--- config.mk ---
export PLATFORM = sky130hd
export DESIGN_NAME = digit_serial_adder
export DESIGN_NICKNAME = d
export VERILOG_FILES = /design/src/rtl/digit_serial_adder.sv
export SDC_FILE = /design/constraint.sdc
export NUM_CORES = 1
export LEC_CHECK = 0
export ABC_AREA = 1
export ABC_CLOCK_PERIOD_IN_PS = 1400
export BUFFER_PORTS_ARGS = -buffer_cell sky130_fd_sc_hd__buf_2
export CORE_MARGIN = 2
export CORE_UTILIZATION = 49
export DETAILED_ROUTE_END_ITERATION = 12
export GPL_ROUTABILITY_DRIVEN = 0
export PLACE_DENSITY_LB_ADDON = 0.1
export RECOVER_POWER = 100
export SLEW_MARGIN = 20
export SYNTH_ARGS = -nofsm -noshare
export SYNTH_HDL_FRONTEND = slang
export SYNTH_SLANG_ARGS = --single-unit
--- constraint.sdc ---
create_clock -name clk -period 1.4 [get_ports clk]
set_clock_uncertainty 0.15 [all_clocks]
set_input_delay 0.28 -clock clk [delete_from_list [all_inputs] [get_ports clk]]
set_output_delay 0.28 -clock clk [all_outputs]
set_load 0.1 [all_outputs]
--- src/rtl/digit_serial_adder.sv ---
// Digit-serial adder/subtractor: processes DIGIT bits per clock through one ripple slice
// with a registered carry, behind a start/done handshake.
module digit_serial_adder #(
    parameter int WIDTH = 16,
    parameter int DIGIT = 1
) (
    input  logic             clk,
    input  logic             rst_n,
    input  logic             start,
    input  logic             sub,
    input  logic [WIDTH-1:0] A,
    input  logic [WIDTH-1:0] B,
    input  logic             Cin,
    output logic             busy,
    output logic             done,
    output logic [WIDTH-1:0] S,
    output logic             Cout,
    output logic             Ovf
);
    localparam int N  = WIDTH / DIGIT;
    localparam int CW = (N > 1) ? $clog2(N) : 1;
    localparam logic [CW-1:0] LAST = CW'(N - 1);

    // state | meaning
    // IDLE  | waiting for start, last result held
    // RUN   | one digit processed per clock
    // DONE  | result valid, done pulse; start accepted back-to-back
    typedef enum logic [1:0] {IDLE, RUN, DONE} state_t;

    state_t           state, state_next;
    logic [CW-1:0]    count;
    logic [WIDTH-1:0] a_reg, b_reg, s_reg, s_shift;
    logic             carry, cout_reg, ovf_reg;
    logic             accept, last, c_msb;
    logic [DIGIT:0]   dsum;

    assign accept = start && (state != RUN);
    assign last   = (count == LAST);
    assign dsum   = {1'b0, a_reg[DIGIT-1:0]} + {1'b0, b_reg[DIGIT-1:0]} + {{DIGIT{1'b0}}, carry};
    // Carry into the slice MSB recovered from its sum bit and operand bits.
    assign c_msb  = dsum[DIGIT-1] ^ a_reg[DIGIT-1] ^ b_reg[DIGIT-1];

    if (DIGIT == WIDTH) begin : g_single
        assign s_shift = dsum[DIGIT-1:0];
    end else begin : g_multi
        assign s_shift = {dsum[DIGIT-1:0], s_reg[WIDTH-1:DIGIT]};
    end

    always_comb begin
        state_next = state;
        case (state)
            IDLE:    if (start) state_next = RUN;
            RUN:     if (last) state_next = DONE;
            DONE:    state_next = start ? RUN : IDLE;
            default: state_next = IDLE;
        endcase
    end

    always_ff @(posedge clk) begin
        if (!rst_n) state <= IDLE;
        else        state <= state_next;
    end

    always_ff @(posedge clk) begin
        if (!rst_n) begin
            count    <= '0;
            a_reg    <= '0;
            b_reg    <= '0;
            s_reg    <= '0;
            carry    <= 1'b0;
            cout_reg <= 1'b0;
            ovf_reg  <= 1'b0;
        end else if (accept) begin
            a_reg <= A;
            b_reg <= B ^ {WIDTH{sub}};
            carry <= Cin ^ sub;
            count <= '0;
        end else if (state == RUN) begin
            a_reg <= a_reg >> DIGIT;
            b_reg <= b_reg >> DIGIT;
            s_reg <= s_shift;
            carry <= dsum[DIGIT];
            if (last) begin
                count    <= '0;
                cout_reg <= dsum[DIGIT];
                ovf_reg  <= c_msb ^ dsum[DIGIT];
            end else begin
                count <= count + CW'(1);
            end
        end
    end

    assign busy = (state == RUN);
    assign done = (state == DONE);
    assign S    = s_reg;
    assign Cout = cout_reg;
    assign Ovf  = ovf_reg;
endmodule
==> summary.txt <==
Synthesis
  – Simple-gate share of the synthesized area: a little under two fifths
  – Most frequent cell after synthesis: nand2_1
  – Multiplexer share of the synthesized area: 0%
  – Synth warn: 0
  – Most used DFF post-synth: dfxtp_1
  – Syn nets: roughly 440
  – Post-Synth XOR/XNOR Area: 5.80%
  – Syn_area_per_cell: 6.81 sq um
  – Yosys reg bits: 57
  – Async SR Flop Fraction: 0%
  – Synth top area cells: dfxtp_1 42%, nand2_1 12%, nand3_1 12%, nor2_1 12%, xnor2_1 5.2%
  – Area leader, netlist: dfxtp_1
  – Synth Area in Compound Gates: 4.42%
  – Synth top area share: about 42%
  – Number of flops mapped to enable cells by yosys: 0
  – Unique masters post-synth: 19
  – Synth cell count leaders: 89 x nand2_1, 88 x nor2_1, 66 x nand3_1, 57 x dfxtp_1, 26 x inv_1
  – Main combinational cell family by area after synthesis: simple AND/OR/NAND/NOR gates
  – Netlist Area Pre-Place: roughly 2700 sq um
  – Sequential area share after synthesis: ~42%
  – Syn Inst Count: 399
  – Synth Area in Adders: 1.20%

Final layout
  – Area Growth Syn to Fin: 38.5%
  – N_diodes: 0
  – Share of cells above drive strength 1: 24.5%
  – Final nets: a little over 500
  – Fin cells: about 550

Worst setup path
  – Reg2Reg Depth: 6
  – CP required: 0.97 ns
  – WS Path Type: register to output pin
  – Crit path largest cell delay: 0.33 ns
  – Crit path cell chain: buf_6 > nor2_4 > buf_6 > buf_12
  – Top Family by Delay on Critical Path: buffers and inverters
  – Critical-path top delay cell: dfxtp_2
  – Reg-to-reg startpoint: b_reg[0]$_SDFFE_PN0P_
  – Crit end category: output pin
  – Crit Reg-Reg Endpoint: Ovf$_SDFFE_PN0P_
  – CP Launch Type: register
  – R2R setup slack: -0.11 ns
  – Cell mode on critical path: buf_6
  – Worst path bufs/invs: 3
  – WP data arrival: roughly 1.1 ns
  – Max FO, Critical Path: 2

Min path
  – HP Class: input port to register
  – Hold Crit Depth: 3
  – Hold Path End: a_reg[15]$_SDFFE_PN0P_
  – Hold wc startpoint: A[15]

Clocking
  – Clock tree from TritonCTS: done
  – CTS clock-pin slew for the worst setup and hold paths: 0.06 ns
  – CTS buffer count: 9
  – Root buf cell: clkbuf_8
  – Worst skew pair latency: 0.32 ns
  – Clock sinks: 57
  – H-tree Lvls: 3
  – CTS max path bufs: 2

Route
  – Post-route antenna net violation count: 0
  – DR iter-0 viols: 89
  – Routed wire per std cell: 11.7 um
  – DRC: 0
  – Vias post-DR: 2704
  – Drt pass-1 iters: 5
  – Routed wire length: 6390 um
  – Vias per cell: 4.95

STA
  – Worst slew margin: 69.0%
  – Final Critical Period: about 1.6 ns
  – Final period util: 111%
  – Fmax: 0.641 GHz
  – Worst slew pin tran: 0.466 ns
  – Endpoints failing hold: 0
  – RSZ-0062 raised after global routing: true
  – Max-slew violation count: 0
  – Setup Viol. Count Final: 4
  – Setup ws final: -0.160 ns

Floorplan
  – Chip height: 78.5 um
  – Initial Util: 49.9%
  – Die width: ~78 um
  – Io pins: 57
  – Core Rows: 27
  – Die area: 6160 sq um
  – Core ar.: 5440 sq um

Global routing
  – Initial antenna violation count: 0
  – GR Util All Layers: 21.7%
  – Grt ovf: 0
  – First-pass GRT wire length: roughly 11000 um
  – Vias in the first global route: 2591
  – Largest net degree at the start of global routing: 32

Pwr
  – Sequential fraction of design power: 43.0%
  – Maximum vdd drop: 723 uV
  – Switching Fraction: 32.0%
  – Static leakage: 1.79 nW
  – NetSw: 1.36 mW
  – Combinational share of power: between 20% and 30%
  – Total chip power: ~4.2 mW
  – Power density cells: around 1100 nW/um^2
  – Clk pwr share: 29.8%
  – Pint: just under 3 mW

Outcome
  – Status: complete, but fails checks
  – Failing checks: setup timing

Flow run
  – Max Cap Viol: 0

Place
  – # placed instances: 524
  – Hpwl dp: 4260 um
  – Buffers added on ports: 56
stage by stage:
stage                     TNS [ns]  cell area [sq um]  hold slack [ns]  utilization, %  setup WS (ns)
after floorplan             -0.695               2740            0.261               -        -0.0532
after global placement     -0.0276               3440            0.309            63.2        -0.0276
after detailed placement    -0.131               3440            0.311            63.2        -0.0766
after CTS                   -0.410               3680           0.0649            67.6         -0.153
after global routing         -1.63               3760           0.0714            69.2         -0.198
final                       -0.425               3760           0.0747            69.2         -0.160
what timing repair did:
action | CTS | global route
endpoints found under the hold margin | 0 | 0
pin swaps | 4 | 2
endpoints found under the setup margin | 9 | 43
gates cloned | 0 | 2
resized for setup | 17 | 15
setup buffers | 5 | 1
hold buffers | 0 | 0
power by group through the flow:
stage	clock network, mW	logic [mW]	registers (mW)
final	1.27	1.16	1.82
after global routing	1.35	1.26	1.84
after CTS	1.29	1.12	1.82
after detailed placement	0	1.08	1.86
after global placement	0	1.06	1.85
after floorplan	0	0.455	2.11
worst reg2reg max path, stage by stage, from the launching register on:
cell	delay, ns
dfxtp_2	0.33
fa_2	0.60
nand2_1	0.09
nand2_1	0.07
nand2_1	0.05
nand3_1	0.07
nand2_1	0.04
layer usage:
metal | vias to the layer above | wire length, um | part of all wire, % | track usage, %
met4 | 0 | 142 | 2.2 | 11.6
met3 | 14 | 275 | 4.3 | 4.37
li1 | 1388 | - | - | -
met2 | 64 | 3150 | 49 | 38.2
met1 | 1238 | 2810 | 44 | 24.5
met5 | - | 0 | 0 | 0
how the worst max path moves through the flow:
stage | from | to | slack, ns | depth (start not counted)
after global placement | carry$_SDFFE_PN0P_ | Ovf$_SDFFE_PN0P_ | -0.03 | 7
final | state[1]$_SDFFE_PN0P_ | busy | -0.16 | 4
after global routing | state[1]$_SDFFE_PN0P_ | busy | -0.20 | 4
after floorplan | S[1]$_SDFFE_PN0P_ | S[0]$_SDFFE_PN0P_ | -0.05 | 2
after CTS | state[1]$_SDFFE_PN0P_ | busy | -0.15 | 4
after detailed placement | carry$_SDFFE_PN0P_ | Ovf$_SDFFE_PN0P_ | -0.08 | 7
layout make-up:
type	count	area, sq um
clock buffer	15	156
fill	492	1680
inverter	26	97.6
multi-input combinational	291	1390
sequential	57	1150
tap	72	90.1
timing repair buffer	85	881
cells by family after synthesis:
logic type | after synthesis
AND/OR/NAND/NOR | 247
flip-flops | 57
buffers and inverters | 51
AO/OA/AOI/OAI | 24
XOR/XNOR | 18
adder cells (fa/ha/maj) | 2
cell usage in the layout (no fill, tap or decap):
cell and count:
nand2_1 87, nor2_1 84, nand3_1 66, dfxtp_1 51, buf_2 36, inv_1 23
buf_12 21, o21ai_0 17, xnor2_1 16, buf_4 16, clkbuf_8 10, buf_6 8
dfxtp_2 6, a21oi_1 5, clkbuf_1 5, inv_2 3, nor2_4 3, xor2_1 2
nor2_2 2, nand2_2 2, a21oi_2 2, clkbuf_16 2, nand2_8 1, nand2_4 1
nor3_1 1, fa_2 1, ha_1 1, clkbuf_2 1, buf_8 1
(Power assumes the default switching activity.)
